==> src/rtl/ctrl_pkg.sv <==
// Shared constants and types for the RV32I multi-cycle control FSM.
package ctrl_pkg;

    localparam int unsigned OPCODE_W    = 7;
    localparam int unsigned STATE_W     = 3;
    localparam int unsigned ALUOP_W_DEF = 3;
    localparam int unsigned TIMEOUT_DEF = 16;

    localparam logic [OPCODE_W-1:0] OP_R_TYPE   = 7'b0110011;
    localparam logic [OPCODE_W-1:0] OP_I_TYPE   = 7'b0010011;
    localparam logic [OPCODE_W-1:0] OP_I_L_TYPE = 7'b0000011;
    localparam logic [OPCODE_W-1:0] OP_S_TYPE   = 7'b0100011;
    localparam logic [OPCODE_W-1:0] OP_B_TYPE   = 7'b1100011;
    localparam logic [OPCODE_W-1:0] OP_LUI      = 7'b0110111;
    localparam logic [OPCODE_W-1:0] OP_AUIPC    = 7'b0010111;
    localparam logic [OPCODE_W-1:0] OP_JAL      = 7'b1101111;
    localparam logic [OPCODE_W-1:0] OP_JALR     = 7'b1100111;

    localparam logic [2:0] ALUOP_ADD    = 3'b000;
    localparam logic [2:0] ALUOP_BRANCH = 3'b001;
    localparam logic [2:0] ALUOP_R      = 3'b010;
    localparam logic [2:0] ALUOP_I      = 3'b011;
    localparam logic [2:0] ALUOP_LUI    = 3'b100;
    localparam logic [2:0] ALUOP_AUIPC  = 3'b101;

    typedef enum logic [STATE_W-1:0] {
        IDLE   = 3'd0,
        FETCH  = 3'd1,
        DECODE = 3'd2,
        EXEC   = 3'd3,
        MEM    = 3'd4,
        WB     = 3'd5,
        TRAP   = 3'd6
    } state_t;

    typedef enum logic [3:0] {
        CLS_NOP,
        CLS_R,
        CLS_I,
        CLS_LOAD,
        CLS_STORE,
        CLS_BRANCH,
        CLS_LUI,
        CLS_AUIPC,
        CLS_JAL,
        CLS_JALR,
        CLS_ILLEGAL
    } iclass_t;

endpackage

==> src/rtl/ctrl_decode.sv <==
// Combinational opcode classifier; anything unrecognised is ILLEGAL.
module ctrl_decode
    import ctrl_pkg::*;
(
    input  logic [OPCODE_W-1:0] i_OPCode,
    output iclass_t             o_class_c
);

    always_comb begin
        o_class_c = CLS_ILLEGAL;
        case (i_OPCode)
            OP_R_TYPE:   o_class_c = CLS_R;
            OP_I_TYPE:   o_class_c = CLS_I;
            OP_I_L_TYPE: o_class_c = CLS_LOAD;
            OP_S_TYPE:   o_class_c = CLS_STORE;
            OP_B_TYPE:   o_class_c = CLS_BRANCH;
            OP_LUI:      o_class_c = CLS_LUI;
            OP_AUIPC:    o_class_c = CLS_AUIPC;
            OP_JAL:      o_class_c = CLS_JAL;
            OP_JALR:     o_class_c = CLS_JALR;
            default:     o_class_c = CLS_ILLEGAL;
        endcase
    end

endmodule

==> src/rtl/multicycle_control.sv <==
// Multi-cycle RV32I main control: FETCH/DECODE/EXEC/MEM/WB with ready-based memory waits.
// Define MULTICYCLE_CTRL_TRAP_EN for a sticky TRAP state on illegal opcodes and bus timeouts.
module multicycle_control
    import ctrl_pkg::*;
#(
    parameter int unsigned ALUOP_W        = ALUOP_W_DEF,
    parameter int unsigned TIMEOUT_CYCLES = TIMEOUT_DEF
) (
    input  logic                i_clk,
    input  logic                i_rst_n,
    input  logic [OPCODE_W-1:0] i_OPCode,
    input  logic                i_InstrReady,
    input  logic                i_MemReady,
    output logic                o_InstrReq,
    output logic                o_IRWrite,
    output logic                o_PCWrite,
    output logic                o_Branch,
    output logic                o_Jump,
    output logic                o_MemRead,
    output logic                o_MemWrite,
    output logic                o_MemToReg,
    output logic [ALUOP_W-1:0]  o_ALUOp,
    output logic                o_ALUSrc1,
    output logic                o_ALUSrc2,
    output logic                o_RegWrite,
    output logic                o_Trap,
    output logic [STATE_W-1:0]  o_State
);

    localparam int unsigned      CNT_W   = $clog2(TIMEOUT_CYCLES + 1);
    localparam logic [CNT_W-1:0] CNT_MAX = CNT_W'(TIMEOUT_CYCLES);

    state_t           state_q, state_d;
    iclass_t          class_q, class_d;
    iclass_t          dec_class;
    logic [CNT_W-1:0] cnt_q, cnt_d;
    logic             waiting;
    logic [2:0]       alu_op;

    ctrl_decode u_decode (
        .i_OPCode  (i_OPCode),
        .o_class_c (dec_class)
    );

    always_ff @(posedge i_clk) begin
        if (!i_rst_n) begin
            state_q <= IDLE;
            class_q <= CLS_NOP;
            cnt_q   <= '0;
        end else begin
            state_q <= state_d;
            class_q <= class_d;
            cnt_q   <= cnt_d;
        end
    end

    // Next state and Moore strobes; IRWrite/store PCWrite also qualify on the ready handshake.
    always_comb begin
        state_d    = state_q;
        class_d    = class_q;
        waiting    = 1'b0;
        alu_op     = ALUOP_ADD;
        o_InstrReq = 1'b0;
        o_IRWrite  = 1'b0;
        o_PCWrite  = 1'b0;
        o_Branch   = 1'b0;
        o_Jump     = 1'b0;
        o_MemRead  = 1'b0;
        o_MemWrite = 1'b0;
        o_MemToReg = 1'b0;
        o_ALUSrc1  = 1'b0;
        o_ALUSrc2  = 1'b0;
        o_RegWrite = 1'b0;
        o_Trap     = 1'b0;

        case (state_q)
            IDLE: state_d = FETCH;
            FETCH: begin
                o_InstrReq = 1'b1;
                o_IRWrite  = i_InstrReady;
                if (i_InstrReady) state_d = DECODE;
                else              waiting = 1'b1;
            end
            DECODE: begin
                class_d = dec_class;
                state_d = EXEC;
`ifdef MULTICYCLE_CTRL_TRAP_EN
                if (dec_class == CLS_ILLEGAL) state_d = TRAP;
`endif
            end
            EXEC: begin
                state_d = WB;
                case (class_q)
                    CLS_R: alu_op = ALUOP_R;
                    CLS_I, CLS_JALR: begin
                        alu_op    = ALUOP_I;
                        o_ALUSrc2 = 1'b1;
                    end
                    CLS_LOAD, CLS_STORE: begin
                        o_ALUSrc2 = 1'b1;
                        state_d   = MEM;
                    end
                    CLS_BRANCH: begin
                        alu_op    = ALUOP_BRANCH;
                        o_Branch  = 1'b1;
                        o_PCWrite = 1'b1;
                        state_d   = FETCH;
                    end
                    CLS_LUI: begin
                        alu_op    = ALUOP_LUI;
                        o_ALUSrc2 = 1'b1;
                    end
                    CLS_AUIPC: begin
                        alu_op    = ALUOP_AUIPC;
                        o_ALUSrc1 = 1'b1;
                        o_ALUSrc2 = 1'b1;
                    end
                    // Without the trap option an illegal opcode simply retires as a NOP.
                    CLS_ILLEGAL: begin
                        o_PCWrite = 1'b1;
                        state_d   = FETCH;
                    end
                    default: ;
                endcase
            end
            MEM: begin
                o_MemRead  = (class_q == CLS_LOAD);
                o_MemWrite = (class_q == CLS_STORE);
                if (i_MemReady) begin
                    o_PCWrite = (class_q != CLS_LOAD);
                    state_d   = (class_q == CLS_LOAD) ? WB : FETCH;
                end else begin
                    waiting = 1'b1;
                end
            end
            WB: begin
                o_RegWrite = 1'b1;
                o_PCWrite  = 1'b1;
                o_MemToReg = (class_q == CLS_LOAD);
                o_Jump     = (class_q == CLS_JAL) || (class_q == CLS_JALR);
                state_d    = FETCH;
            end
`ifdef MULTICYCLE_CTRL_TRAP_EN
            TRAP: o_Trap = 1'b1;
`endif
            default: state_d = IDLE;
        endcase

`ifdef MULTICYCLE_CTRL_TRAP_EN
        if (waiting && (cnt_q == CNT_MAX)) state_d = TRAP;
`endif

        o_ALUOp = ALUOP_W'(alu_op);
    end

    // Wait counter restarts on every state change and saturates at the timeout.
    always_comb begin
        cnt_d = cnt_q;
        if (state_d != state_q)            cnt_d = '0;
        else if (waiting && cnt_q != CNT_MAX) cnt_d = cnt_q + CNT_W'(1);
    end

    assign o_State = state_q;

endmodule

==> config.mk <==
export PLATFORM = sky130hd
export DESIGN_NAME = multicycle_control
export DESIGN_NICKNAME = d
export VERILOG_FILES = /design/src/rtl/ctrl_pkg.sv /design/src/rtl/ctrl_decode.sv /design/src/rtl/multicycle_control.sv
export SDC_FILE = /design/constraint.sdc
export NUM_CORES = 1
export LEC_CHECK = 0
export ABC_AREA = 1
export CAP_MARGIN = 5
export CORE_MARGIN = 8
export CORE_UTILIZATION = 37
export DETAILED_ROUTE_END_ITERATION = 10
export GPL_TIMING_DRIVEN = 1
export PLACE_DENSITY = 0.74
export SYNTH_ARGS = -nofsm -noshare
export SYNTH_HDL_FRONTEND = slang
export SYNTH_SLANG_ARGS = --single-unit
==> constraint.sdc <==
create_clock -name i_clk -period 1.2 [get_ports i_clk]
set_input_delay 0.18 -clock i_clk [delete_from_list [all_inputs] [get_ports i_clk]]
set_output_delay 0.18 -clock i_clk [all_outputs]
set_load 0.01 [all_outputs]
# Word-level counts from Yosys, hierarchy flattened
# Cells that the tools add are included.
# classes
muxes	24
reduce_logical	8
n_eq_ne	27
# op_table
cell	count
one-hot mux 4 bit (9 select lines)	1
one-hot mux 3 bit (5 select lines)	2
equality test 7 x 6 -> 1 bit (second input constant)	3
equality test 7 bit (second input constant)	3
equality test 4 x 3 -> 1 bit (second input constant)	4
2-to-1 mux 1 bit	15
equality test 7 x 5 -> 1 bit (second input constant)	2
equality test 4 bit (second input constant)	3
2-to-1 mux 3 bit	4
equality test 4 x 2 -> 1 bit (second input constant)	2
OR reduction 2 bit	4
equality test 7 x 2 -> 1 bit (second input constant)	1
equality test 3 x 2 -> 1 bit (second input constant)	2
equality test 3 bit (second input constant)	2
one-hot mux 3 bit (2 select lines)	1
OR reduction 6 bit	1
equality test 4 x 1 -> 1 bit (second input constant)	1
!= test 2 bit (second input constant)	2
!= test 4 x 2 -> 1 bit (second input constant)	1
equality test 3 x 1 -> 1 bit (second input constant)	1
logical NOT 3 bit	1
one-hot mux 1 bit (3 select lines)	1
AND reduction 2 bit	1
logical OR 1 bit	1
# totals
wordCells	61
inputBits	11
ff_bits	7
output_inout_bits	18

# Longest topological paths before layout
# Gate-level depths: netlist of run 1.
# logic_depth
word_depth	4
depth_mapped	9
depth_no_buf	9

# Cells and area by module
# Synthesis of run 1 repeated with hierarchy kept, for this count alone.
# hier_totals
cells_unflattened	121
hier_area_um2	659.4
# by_module_without_submodules
module	seq_area_each_um2	area_each_um2	cells_each	n_inst
multicycle_control	140.1	520.5	90	1
ctrl_decode	0.0	138.9	31	1

# Worst setup path after synthesis of run 1
# Ideal clock, no wire load.
# synth_timing
path_type	register to output
start	register state_q[2], in the netlist o_State[2]
end	output o_Jump
required_ns	1.020
path_stages_with_launch	5
arrival_time_ns	1.199
path_slack_ns	-0.179
n_path_buf	0
path_cell_list	dfxtp_1 > nand2_1 > nor2_1 > inv_2 > nor4_1
# synth_via
elab_chain_len	2
# synth_lines
element	line_no	text
start: declaration	multicycle_control.sv:33	state_t state_q, state_d;
start signal: assignment	multicycle_control.sv:51	state_q <= state_d;
equality test 3 bit	multicycle_control.sv:76	case (state_q)
2-to-1 mux 1 bit	multicycle_control.sv:76	
end: declaration	multicycle_control.sv:18	output logic o_Jump,
# Every way passes these cells.

# Worst setup path after layout of run 1
# layout_timing
start	register class_q[2]
end	output o_ALUOp[0]
# layout_via
elab_chain_len	4
elab_cells_between_ends	9
classes_between	eq/ne (6); mux (2); reduce/logical (1)
# layout_lines
element	line_no	text
start: declaration	multicycle_control.sv:34	iclass_t class_q, class_d;
start signal: assignment	multicycle_control.sv:52	class_q <= class_d;
equality test 4 bit or equality test 4 x 2 -> 1 bit (tied branches)	multicycle_control.sv:93	case (class_q)
OR reduction 2 bit	-	
one-hot mux 3 bit (5 select lines) (*)	multicycle_control.sv:93	
2-to-1 mux 3 bit (*)	multicycle_control.sv:76	
end: declaration	multicycle_control.sv:22	output logic [ALUOP_W-1:0] o_ALUOp,
# Mark *: on every way between the ends. The rest lies on a longest branch, timed or not.

==> impl_results.md, run 1 <==
* Share of the synthesized area in the top cell type at 20.48%
* Final setup viols at 16
* CTS max path bufs at 2
* Synth Cell Area at 684.4 um^2
* Largest net degree at the start of global routing at 8
* Crit Path Category: reg -> out
* Leak at 0.0006530 uW
* WHS Path Cells at 4
* Die area at 3482 um^2
* Diodes inserted at 0
* CP Capture Type: output port
* Share of cells above drive strength 1 at 58.79%
* Post-detail-place hpwl at 1883 um
* Final max-slew violation count at 0
* Seq pwr share at 28.1%
* Total global-route track usage at 14.74%
* Overall power at 1056 uW
* Worst hold slack at 0.4654 ns
* Synth area leaders: dfxtp_1 20%, nand2_1 14%, nor2_1 11%
* Synth Register Bits at 7
* Max_cap viols at 0
* Flop2flop setup slack at -0.06 ns
* Setup crit start kind: flip-flop
* Yosys cell types at 25
* Die W at 59.01 um
* Post-layout worst setup margin at -0.2849 ns
* IR drop worst, VDD at 0.8562 mV
* First-pass GRT wire length at 4112 um
* CP top delay family: simple AND/OR/NAND/NOR gates
* Vias in the first global route at 976
* Pwr Density at 757.6 nW/um^2
* DRC violations left at 0
* Failing checks: setup timing
* Vias/cell at 4.758
* Final ANT Viol Nets at 0
* Die Y at 59.01 um
* Number of fill cells in the layout at 130
* Crit path depth at 7
* GPL Wtd Cong at 0.8511
* Met2 WL post-DR at 1361 um
* Crit path top cell by count: nand3_1
* Clock network power share at 21.1%
* TritonCTS clock tree: done
* Mean Syn Cell Area at 5.610 um^2
* Pint at 652.9 uW
* Final Hold Fails at 0
* Hold WC Path Type: in -> reg
* Total global routing overflow at 0
* Crit path max fanout at 5
* Fin crit share at 123.7%
* WP data arrival at 1.30 ns
* Pre-CTS setup slack at -0.4910 ns
* Rows at 15
* Status: complete, but fails checks
* Initial antenna violation count at 0
* Met1 wire length at 1016 um
* FF-to-FF path depth at 8
* Synth area leader: dfxtp_1
* Sw Ratio at 38.17%
* Wire length on met3 at 156 um
* Final net count at 194
* Crit-path slowest cell: dfxtp_4
* NetSw at 403.1 uW
* Area Growth Syn to Fin at 103.7%
* Sink Count at 7
* Starting density of the core at 39.64%
* Syn Inst Count at 122
* Critical Path RT at 1.02 ns
* Syn Nets at 133
* RSZ-0062 raised after global routing: yes
* Fin Clk Skew at 0.0002605 ns
* Drt pass-1 iters at 4
* CP peak stage delay at 0.39 ns
* CTS H-tree depth at 1
* Detailed Route WL at 2593 um
* Fmax at 0.6735 GHz
* Critical path, cell by cell: inv_2, nor2_4, nand3_1, nand3_1, nand2_1, inv_1, buf_2
* Via Count at 985
* Comb power frac at 50.8%
* Worst path bufs/invs at 3
* TritonCTS buffer count at 3
* Routed WL per cell at 12.53 um
* Final min period at 1.485 ns
* Hold Buf Count CTS at 0
* CTS clk-pin slew, worst paths at 0.05 ns
* I/O pin cnt at 29
* Root Driver: clkbuf_4
* Ys Warns at 0
* Seq/Total Area, Yosys at 20.48%
* 1st-iter DRT viols at 15
* Worst skew pair latency at 0.26 ns
* Core area at 1727 um^2
* TNS Setup at -2.533 ns
* Port buffer count at 27
* Uppermost routed layer: met4
synth_stat cells:
cell type / count
o21ai_0: 1
a211oi_2: 1
nand3_2: 2
nand3_1: 12
or2_4: 1
nand4_1: 2
buf_2: 1
nor3_2: 1
nor4_1: 2
buf_4: 1
dfxtp_1: 7
nor2_1: 20
a31oi_1: 1
o21ai_2: 1
conb_1: 1
inv_1: 13
nand2_2: 3
o21ai_1: 2
nor2_4: 1
a21oi_1: 6
a21oi_2: 1
nand2_1: 26
nor2_2: 4
nor3_1: 1
inv_2: 11
placed cells by master, fill, tap and decap left out, drive strengths merged:
cell	instances
a211oi	1
a21oi	7
a31oi	1
buf	45
clkbuf	6
clkdlybuf4s50	8
conb	1
dfxtp	7
dlygate4sd2	1
dlymetal6s2s	2
inv	24
nand2	29
nand3	14
nand4	2
nor2	25
nor3	2
nor4	2
o21ai	4
or2	1
final cells by class:
| class | instances | area [um^2] | share of cell area [%] |
|---|---|---|---|
| repair buffers | 58 | 475.5 | 34.11 |
| multi-input cells | 89 | 596.8 | 42.82 |
| flip-flops and latches | 7 | 161.4 | 11.58 |
| clock buffers | 4 | 26.28 | 1.885 |
| inverters | 24 | 102.6 | 7.361 |
| well taps | 25 | 31.28 | 2.244 |
kinds of logic after synthesis:
family,Yosys count,synth area share [%]
AO/OA/AOI/OAI,13,11.88
buffers and inverters,26,14.99
flip-flops,7,20.47
other,1,0.5479
AND/OR/NAND/NOR,75,52.10
flip-flops by register name (all words and copies together), names as in the netlist:
| signal | cells |
|---|---|
| o_State | 3 |
| class_q | 4 |
stage by stage:
| stage | std cells | util [%] | cell area (um^2) |
|---|---|---|---|
| CTS | 203 | 74.20 | 1281 |
| global route | 207 | 80.72 | 1394 |
| floorplan | 122 | - | 696.9 |
| detailed placement | 199 | 68.84 | 1189 |
| global placement | 199 | 68.84 | 1189 |
| finish | 207 | 80.72 | 1394 |
layer usage:
metal	up-vias	global-route usage [%]
met4	0	3.072
met3	6	4.121
met5	-	0
met2	30	28.19
met1	449	15.38
li1	500	-
power by group through the flow:
stage	registers, uW	clock network, uW	logic (uW)
after CTS	294	224	489
after detailed placement	284	0	434
after floorplan	288	0	192
final	297	223	536
after global routing	301	253	580
after global placement	283	0	423
path summary, 6_finish.rpt:
kind,from,endpoint
setup / recovery,class_q[2],o_ALUOp[0]
hold / removal,i_OPCode[4],class_q[2]
setup reg to reg,o_State[0],o_State[2]
hold reg to reg,class_q[2],class_q[2]
repair_timing:
action	CTS	global route
setup buffers	2	4
resized for setup	99	31
setup endpoints to repair	19	22
pin swaps	11	9
worst min-delay path, stage by stage:
cell	delay [ns]
dlymetal6s2s_1	0.22
nor3_1	0.09
o21ai_1	0.11
a21oi_1	0.07
(Power assumes the default switching activity.)
==> run 2, diff against run 1 <==
SLEW_MARGIN = 10   (was default)
==> results of run 2 <==
Same layout as run 1: the final DEF is identical, and so are final timing and power.
